## config.mk

```make
export PLATFORM = sky130hd
export DESIGN_NAME = imm_gen_stage
export DESIGN_NICKNAME = d
export VERILOG_FILES = /design/src/rtl/imm_gen_stage.sv
export SDC_FILE = /design/constraint.sdc
export NUM_CORES = 1
export LEC_CHECK = 0
export BUFFER_PORTS_ARGS = -buffer_cell sky130_fd_sc_hd__buf_4
export CORE_UTILIZATION = 31
export CTS_BUF_LIST = sky130_fd_sc_hd__clkbuf_8
export DETAILED_ROUTE_END_ITERATION = 6
export SYNTH_ARGS = -nofsm -noshare
export SYNTH_HDL_FRONTEND = slang
export SYNTH_SLANG_ARGS = --single-unit
```

## constraint.sdc

```tcl
create_clock -name clk -period 2.6 [get_ports clk]
set_input_delay 0.52 -clock clk [delete_from_list [all_inputs] [get_ports clk]]
set_output_delay 0.52 -clock clk [all_outputs]
set_load 0.005 [all_outputs]
```

## src/rtl/imm_gen_stage.sv

```systemverilog
// imm_gen_stage
// Registered immediate-generation stage for the RV decode path, sitting
// between fetch and execute. Decodes the instruction format from the opcode,
// assembles the sign-extended immediate for I/S/B/U/J, computes the
// PC-relative target for branches and JAL, and flags jumps and branches.
// All results live in a single output register with valid/ready handshake.
//
// Ports:
//   clk        - clock, rising edge
//   reset      - asynchronous active-high reset, clears every register
//   instr_in   - 32-bit instruction word
//   pc_in      - PC of instr_in (XLEN bits)
//   in_valid   - instr_in/pc_in are valid
//   in_ready   - stage can accept a new instruction this cycle
//   flush      - synchronous kill of the stage contents
//   out_ready  - downstream accepts the current result this cycle
//   out_valid  - output register holds a live result
//   imm_out    - sign-extended immediate
//   fmt_out    - 0 none, 1 I, 2 S, 3 B, 4 U, 5 J
//   jump_out   - JAL or JALR
//   branch_out - BRANCH opcode
//   target_out - pc + imm for B/J formats, otherwise 0
module imm_gen_stage #(
  parameter int XLEN   = 32,
  parameter bit RV64_W = 1'b0
) (
  input  logic            clk,
  input  logic            reset,
  input  logic [31:0]     instr_in,
  input  logic [XLEN-1:0] pc_in,
  input  logic            in_valid,
  output logic            in_ready,
  input  logic            flush,
  input  logic            out_ready,
  output logic            out_valid,
  output logic [XLEN-1:0] imm_out,
  output logic [2:0]      fmt_out,
  output logic            jump_out,
  output logic            branch_out,
  output logic [XLEN-1:0] target_out
);

  typedef enum logic [2:0] {
    FMT_NONE = 3'd0,
    FMT_I    = 3'd1,
    FMT_S    = 3'd2,
    FMT_B    = 3'd3,
    FMT_U    = 3'd4,
    FMT_J    = 3'd5
  } fmt_e;

  localparam logic [6:0] OP_LOAD     = 7'b0000011;
  localparam logic [6:0] OP_IMM      = 7'b0010011;
  localparam logic [6:0] OP_IMM_32   = 7'b0011011;
  localparam logic [6:0] OP_AUIPC    = 7'b0010111;
  localparam logic [6:0] OP_STORE    = 7'b0100011;
  localparam logic [6:0] OP_LUI      = 7'b0110111;
  localparam logic [6:0] OP_BRANCH   = 7'b1100011;
  localparam logic [6:0] OP_JALR     = 7'b1100111;
  localparam logic [6:0] OP_JAL      = 7'b1101111;

  // OP-IMM-32 only exists on RV64 builds that enable the W instructions.
  localparam bit W_DECODE = RV64_W && (XLEN == 64);

  logic [6:0]      opcode;
  fmt_e            fmt_d;
  logic [31:0]     imm32_d;
  logic [XLEN-1:0] imm_d;
  logic [XLEN-1:0] target_d;
  logic            jump_d;
  logic            branch_d;
  logic            capture;

  assign opcode = instr_in[6:0];

  // Format decode and raw 32-bit immediate assembly. Every non-zero format
  // places instr[31] in bit 31, so a single sign extension of the 32-bit
  // pattern gives the XLEN result for all formats, U included.
  always_comb begin
    fmt_d   = FMT_NONE;
    imm32_d = '0;
    unique case (opcode)
      OP_LOAD, OP_IMM, OP_JALR: begin
        fmt_d   = FMT_I;
        imm32_d = {{20{instr_in[31]}}, instr_in[31:20]};
      end
      OP_IMM_32: begin
        if (W_DECODE) begin
          fmt_d   = FMT_I;
          imm32_d = {{20{instr_in[31]}}, instr_in[31:20]};
        end
      end
      OP_STORE: begin
        fmt_d   = FMT_S;
        imm32_d = {{20{instr_in[31]}}, instr_in[31:25], instr_in[11:7]};
      end
      OP_BRANCH: begin
        fmt_d   = FMT_B;
        imm32_d = {{19{instr_in[31]}}, instr_in[31], instr_in[7],
                   instr_in[30:25], instr_in[11:8], 1'b0};
      end
      OP_LUI, OP_AUIPC: begin
        fmt_d   = FMT_U;
        imm32_d = {instr_in[31:12], 12'b0};
      end
      OP_JAL: begin
        fmt_d   = FMT_J;
        imm32_d = {{11{instr_in[31]}}, instr_in[31], instr_in[19:12],
                   instr_in[20], instr_in[30:21], 1'b0};
      end
      default: begin
        fmt_d   = FMT_NONE;
        imm32_d = '0;
      end
    endcase
  end

  // Sign-extend to XLEN and form the PC-relative target. JALR is excluded
  // from the target because it depends on rs1, which is only known in execute.
  always_comb begin
    imm_d    = XLEN'(signed'(imm32_d));
    target_d = '0;
    if (fmt_d == FMT_B || fmt_d == FMT_J) begin
      target_d = pc_in + imm_d;
    end
    jump_d   = (opcode == OP_JAL) || (opcode == OP_JALR);
    branch_d = (opcode == OP_BRANCH);
  end

  // The stage is free when empty or when its current result leaves this cycle.
  assign in_ready = !out_valid || out_ready;
  assign capture  = in_valid && in_ready;

  // Output pipeline register. Flush wins over capture and consume; on a
  // plain consume only the valid bit drops and the data keeps its old value.
  always_ff @(posedge clk or posedge reset) begin
    if (reset) begin
      out_valid  <= 1'b0;
      imm_out    <= '0;
      fmt_out    <= 3'd0;
      jump_out   <= 1'b0;
      branch_out <= 1'b0;
      target_out <= '0;
    end else if (flush) begin
      out_valid <= 1'b0;
    end else if (capture) begin
      out_valid  <= 1'b1;
      imm_out    <= imm_d;
      fmt_out    <= fmt_d;
      jump_out   <= jump_d;
      branch_out <= branch_d;
      target_out <= target_d;
    end else if (out_ready) begin
      out_valid <= 1'b0;
    end
  end

endmodule
```

Word level (Yosys, flattened, before mapping). Index checks and enable logic that the tools add are counted.

$add $sub $neg: 1. Eq/ne operators: 10. Reduce and logical (&&, ||, !) cells: 9. Bitwise logic cells: 1. Muxes and demuxes: 6.

Operator list (number): one-hot mux 32 bit (5 select lines) (1); adder 32 bit (1); two-way mux 32 bit (1); == test 7 bit (second input constant) (3); one-hot mux 3 bit (5 select lines) (1); == test 7 x 5 -> 1 bit (second input constant) (2); == test 7 x 6 -> 1 bit (second input constant) (2); == test 7 x 2 -> 1 bit (second input constant) (1); == test 3 x 2 -> 1 bit (second input constant) (1); == test 3 bit (second input constant) (1); logical OR 1 bit (3); two-way mux 1 bit (3); nonzero test 3 bit (1); OR reduction 3 bit (1); AND reduction 2 bit (1); OR reduction 2 bit (1); logical AND 1 bit (1); logical NOT 1 bit (1); inverter 1 bit (1).

Bits in registers: 70. Output and inout port bits: 71.

Longest topological paths before layout.
Depth after elaboration: 6. Gate-level depth with buffers: 17. Depth with buffers taken out: 15.

Least setup slack after synthesis. No wires, ideal clock.

Kind: input to register. From: input instr_in[5]. To: register target_out[23]. Slack: -1.045 ns. Library setup time: 0.133 ns. Required time: 2.467 ns. Arrival time: 3.512 ns. Cell stages on the path: 16. Buffers on the path: 1. Cell sequence: or3_1 or2_1 a21oi_2 o21ai_1 nor2_2 a21o_1 ha_1 clkbuf_1 a21o_1 a21o_1 a21o_1 o2bb2ai_1 a211o_1 a21oi_1 xor2_1 o21ai_0.

RTL lines: start: declaration (RTL line 29) `input logic [31:0] instr_in,`; == test 7 bit (tied with other cells) (RTL line 82) `unique case (opcode)`; OR reduction 3 bit / OR reduction 2 bit (equally long branches) (RTL line 82); one-hot mux 32 bit (5 select lines) * (RTL line 82); net imm32_d[12] (RTL line 67) `logic [31:0] imm32_d;`; adder 32 bit * (RTL line 124) `target_d = pc_in + imm_d;`; two-way mux 32 bit * (RTL line 123) `if (fmt_d == FMT_B || fmt_d == FMT_J) begin`; end signal: assignment (RTL line 152) `target_out <= target_d;`; end: declaration (RTL line 40) `output logic [XLEN-1:0] target_out`.

Mark *: on every way through the listed nets, which the timed path passes. The rest lies on a longest branch. A chain may end at the register's enable or synchronous reset.

Worst setup path after layout.
From: input instr_in[6]. To: register target_out[24].

The elaborated chain is that of the path after synthesis.

==> results.md <==
Floorplan:
- For this configuration, the core starts out at a cell density of 32.1%.
- The die boundary height is ~130 um.
- The die outline area is between 15000 and 20000 um^2.
- The area of the core is between 10000 and 15000 um^2.
- During I/O placement, the number of pins put on the boundary was 140.
- The width of the die is about 130 um.
- In this run the core area contains between 40 and 50 standard-cell rows.

Power and ir drop:
- The worst voltage drop across the vdd grid is about 190 uV.
- Of the total power, the share spent switching nets is between 20 and 30%.
- For this design the ratio of total power to cell area is ~320 nW/um^2.
- For this design the static power due to leakage is around 4.2 nW.
- Combinational logic is responsible for a little under a quarter of the overall power.
- The total internal power is between 1.5 and 2 mW.
- The clock network is responsible for 30.9% of the overall power.
- Of the total power, registers draw 45.1%.
- The analysis attributes to net switching a power of 0.742 mW.

Timing:
- The total count of hold-check failures in the final report is 0.
- Once routing completed, OpenROAD measured the worst setup slack at -776 ps.
- Setup repair after global routing could not meet its margin everywhere.
- The clock arrives with 14.2 ps of skew.
- The maximum operating frequency is ~300 MHz.
- In this run the tightest slew margin relative to its limit is 53.5%.
- Counting I/O delays and the setup requirement, the final critical path takes ~3400 ps.
- Dividing the final minimum period by the clock period gives 130%.
- Final hold analysis gives a worst-case slack of about 230 ps.
- Setup violations remaining at the end of the flow were counted as 27.
- The count of final max-slew check failures is 0.
- For the pin with the worst max-slew slack, the measured transition is between 600 and 700 ps.

Cells and area:
- The final layout contains approximately 940 nets.
- The antenna diode count is 0.
- The final non-filler cell total is ~1000.
- Fill cells in the final layout number about 1400.
- The growth of design area from synthesis to finish is 68.4%.
- In the final layout, the share of cells above drive strength 1 is between 40% and 50%.
- In the layout the commonest cells are buf_4, nand2_1, dfrtp_1, a21o_1, o21ai_1.
- Registers take around 1800 um^2.
- The most common cell after layout, fill and taps aside is buf_4.
- The multi-input combinational cells in the finished layout cover a total of around 3400 um^2.

Synthesis:
- The mean cell area of the mapped netlist is about 8.5 um^2.
- The post-synthesis instance area is about 4700 um^2.
- Of the synthesized area, sequential elements account for between 30% and 40%.
- In this run, synthesis inferred 0 flip-flops with an integrated enable.
- The cell count after synthesis came out at roughly 550.
- When the netlist entered floorplanning its net count stood at roughly 660.
- For this run, the number of Yosys warnings is 0.
- The most used flip-flop cell after synthesis is dfrtp_1.
- Synthesis instantiated 58 different standard cells from the library.
- In this run, synthesis produced a sequential element count of 70.
- Of all flip-flops after synthesis, the portion carrying an async set or reset was 100%.

Setup path:
- Data arrives at the worst endpoint at between 3000 and 4000 ps.
- Of all nets on the critical path, the largest fanout is 5.
- The peak per-stage delay on the critical path is roughly 380 ps.
- The startpoint type of the worst setup path is a primary input.
- The worst setup path is captured at a register.
- The most frequent cell on the critical path is buf_6.
- The slowest stage of the critical path belongs to the cell or3_4.
- The number of cell instances on the worst register-to-register path is 7.
- The startpoint identified for the worst register-to-register timing path is out_valid.
- The class of the most critical setup path is in2reg.
- The worst setup path startpoint is instr_in[6].
- Data on the critical path is required at its endpoint by roughly 2900 ps.
- The capture point of the worst reg-to-reg path is target_out[23].
- In this design, the largest share of critical-path delay is due to compound AO/OA/AOI/OAI gates.
- In this run the number of cells on the critical path is 16.
- The worst setup path endpoint is target_out[24].
- The number of buffers and inverters on the critical path is 3.
- The setup slack on the worst flop-to-flop path is ~700 ps.
- Traced cell by cell, the critical path runs through buf_6 > or3_4 > or2_4 > buf_6 > a21oi_4 > a22o_4 > ha_4 > a211oi_2 > o21ai_2 > o21a_1 > a211o_4 > a31oi_4 > buf_6 > o21ai_4 > a31oi_1 > o21ai_1.

Detailed routing:
- The met2 wire length is approximately 8400 um.
- The number of remaining DRC errors is 18.
- The detailed-route wire length per cell is ~17 um.
- The routed design uses 749 um of met3 wire.
- The number of routed nets with antenna violations is 0.
- For this run, the detailed router's first-pass iteration total came to 7.
- The via count of the routed design is 5138.
- Dividing the detail-routed via count by the number of cells gives 5.00.
- The aggregate routed wire length is about 17000 um.
- The highest signal layer in the routed design is met4.
- The post-route met1 wirelength is about 7700 um.
- The violation count after the first detailed-routing iteration is about 260.

Flow run:
- The max capacitance violation total is 0.

Status:
- The flow ran to the end, but the final reports show violations.
- The checks that failed: design-rule violations, negative setup slack.

Clock network:
- Counting every sink on the clock net gives 70.
- TritonCTS built the clock tree.
- The insertion delay to the later sink of the worst-skew pair is 380 ps.
- The register clock-pin slew on the reported worst setup and hold paths is approximately 70 ps.
- The maximum clock insertion buffer count is 2.
- The clock root buffer is clkbuf_8.
- The total CTS buffers is 9.
- The depth of the CTS H-tree is 3.
- The number of buffers inserted for hold repair after clock tree synthesis is 0.

Placed design:
- The congestion estimate from routability-driven global placement came to 0.955.
- After detailed placement, the design holds a cell count of slightly below 1000.
- In this run the tool buffered the top-level ports with around 140 buffer cells.
- The detailed-placement wirelength estimate is 13200 um.

Global routing:
- Across every metal layer, demand over resource in global routing totals roughly 22%.
- The number of global-route vias before repair came to approximately 5300.
- The initial antenna violation count was 0.
- Entering global routing, the biggest net connects 71 pins.
- Summed over all layers, the global routing overflow is 0.
- The global-route wire length before repair is ~26000 um.

Worst hold path:
- The class of the most critical hold timing path is in2async.
-- power groups by stage --
stage               clock network, mW  registers (mW)  logic, mW
global route                    0.839            1.13      0.648
detailed placement                  0            1.15      0.534
floorplan                           0            1.15      0.234
CTS                             0.808            1.13      0.567
finish                          0.772            1.13      0.600
global placement                    0            1.15      0.528
-- kinds of logic after synthesis --
| group | synth area share [%] |
|---|---|
| mux | 1.65 |
| buf+inv | 3.41 |
| flops | 37.2 |
| simple gates | 21.6 |
| compound gates | 22.6 |
| fa+ha+maj | 8.67 |
| xor+xnor | 4.84 |
-- layout make-up --
type,count,area share [%]
Clock inverter,7,0.521
Multi-Input combinational cell,445,42.7
Clock buffer,9,1.56
Timing Repair Buffer,305,29.9
Inverter,7,0.332
Tap cell,184,2.91
Sequential cell,70,22.1
-- routing by layer --
layer | GRT usage [%] | up-vias
li1 | - | 2513
met1 | 27.0 | 2464
met2 | 37.8 | 132
met4 | 8.11 | 0
met5 | 0 | -
met3 | 3.51 | 29
-- worst register-to-register path, stage by stage (launching register included) --
cell and delay [ps]:
dfrtp_1 350, nor2b_1 240, inv_1 90, nand3b_1 150
a21o_1 480, buf_4 220, buf_4 160, o21ai_1 90
-- worst min path at each step --
stage,slack [ps],cells past startpoint,from,to
detailed placement,460,2,imm_out[28],imm_out[28]
floorplan,470,2,imm_out[20],imm_out[20]
finish,230,3,reset,target_out[5]
CTS,240,3,reset,imm_out[9]
global placement,460,2,fmt_out[1],fmt_out[1]
global route,270,3,reset,target_out[0]
-- synthesized netlist by cell type, types with 3 or more instances --
library cell	n	area, um^2
mux2_2	6	67.6
nand3b_1	3	22.5
buf_1	6	22.5
a21oi_1	28	140
nor3_1	5	25.0
inv_1	7	26.3
and2_1	10	62.6
nand2b_1	4	25.0
xnor2_1	15	131
o21bai_1	3	22.5
a211oi_1	3	22.5
clkbuf_1	20	75.1
buf_2	5	25.0
o211ai_1	4	30.0
nor2b_1	7	43.8
a22o_1	9	78.8
a31oi_1	4	25.0
nor2_1	20	75.1
o21ai_0	43	215
and3_1	5	31.3
dfrtp_1	70	1750
xor2_1	11	96.3
a211o_1	4	35.0
nand3_1	7	35.0
nand2_1	137	514
or3_1	3	18.8
a21o_1	34	255
nand4_1	11	68.8
ha_1	31	388
-- sequential cells by signal (all words and copies together) (netlist names) --
register / flops
imm_out: 32
target_out: 32
fmt_out: 3
branch_out: 1
jump_out: 1
out_valid: 1
-- timing repair --
item	in CTS	in global routing
buffers inserted	17	10
pin swaps	45	32
setup endpoints to repair	27	29
resized for setup	57	47
-- per-stage QoR --
stage	area (um^2)	setup TNS, ps	setup WS (ps)	power, mW	utilization [%]
2_1_floorplan	4870	-13770	-861	1.38	-
3_3_place_gp	7070	-25400	-1280	1.68	48.3
3_5_place_dp	7070	-27200	-1320	1.68	48.3
4_1_cts	7620	-12920	-735	2.50	52.0
5_1_grt	7920	-16460	-866	2.62	54.1
6_report	7920	-13800	-776	2.50	54.1
(Power assumes the default switching activity.)
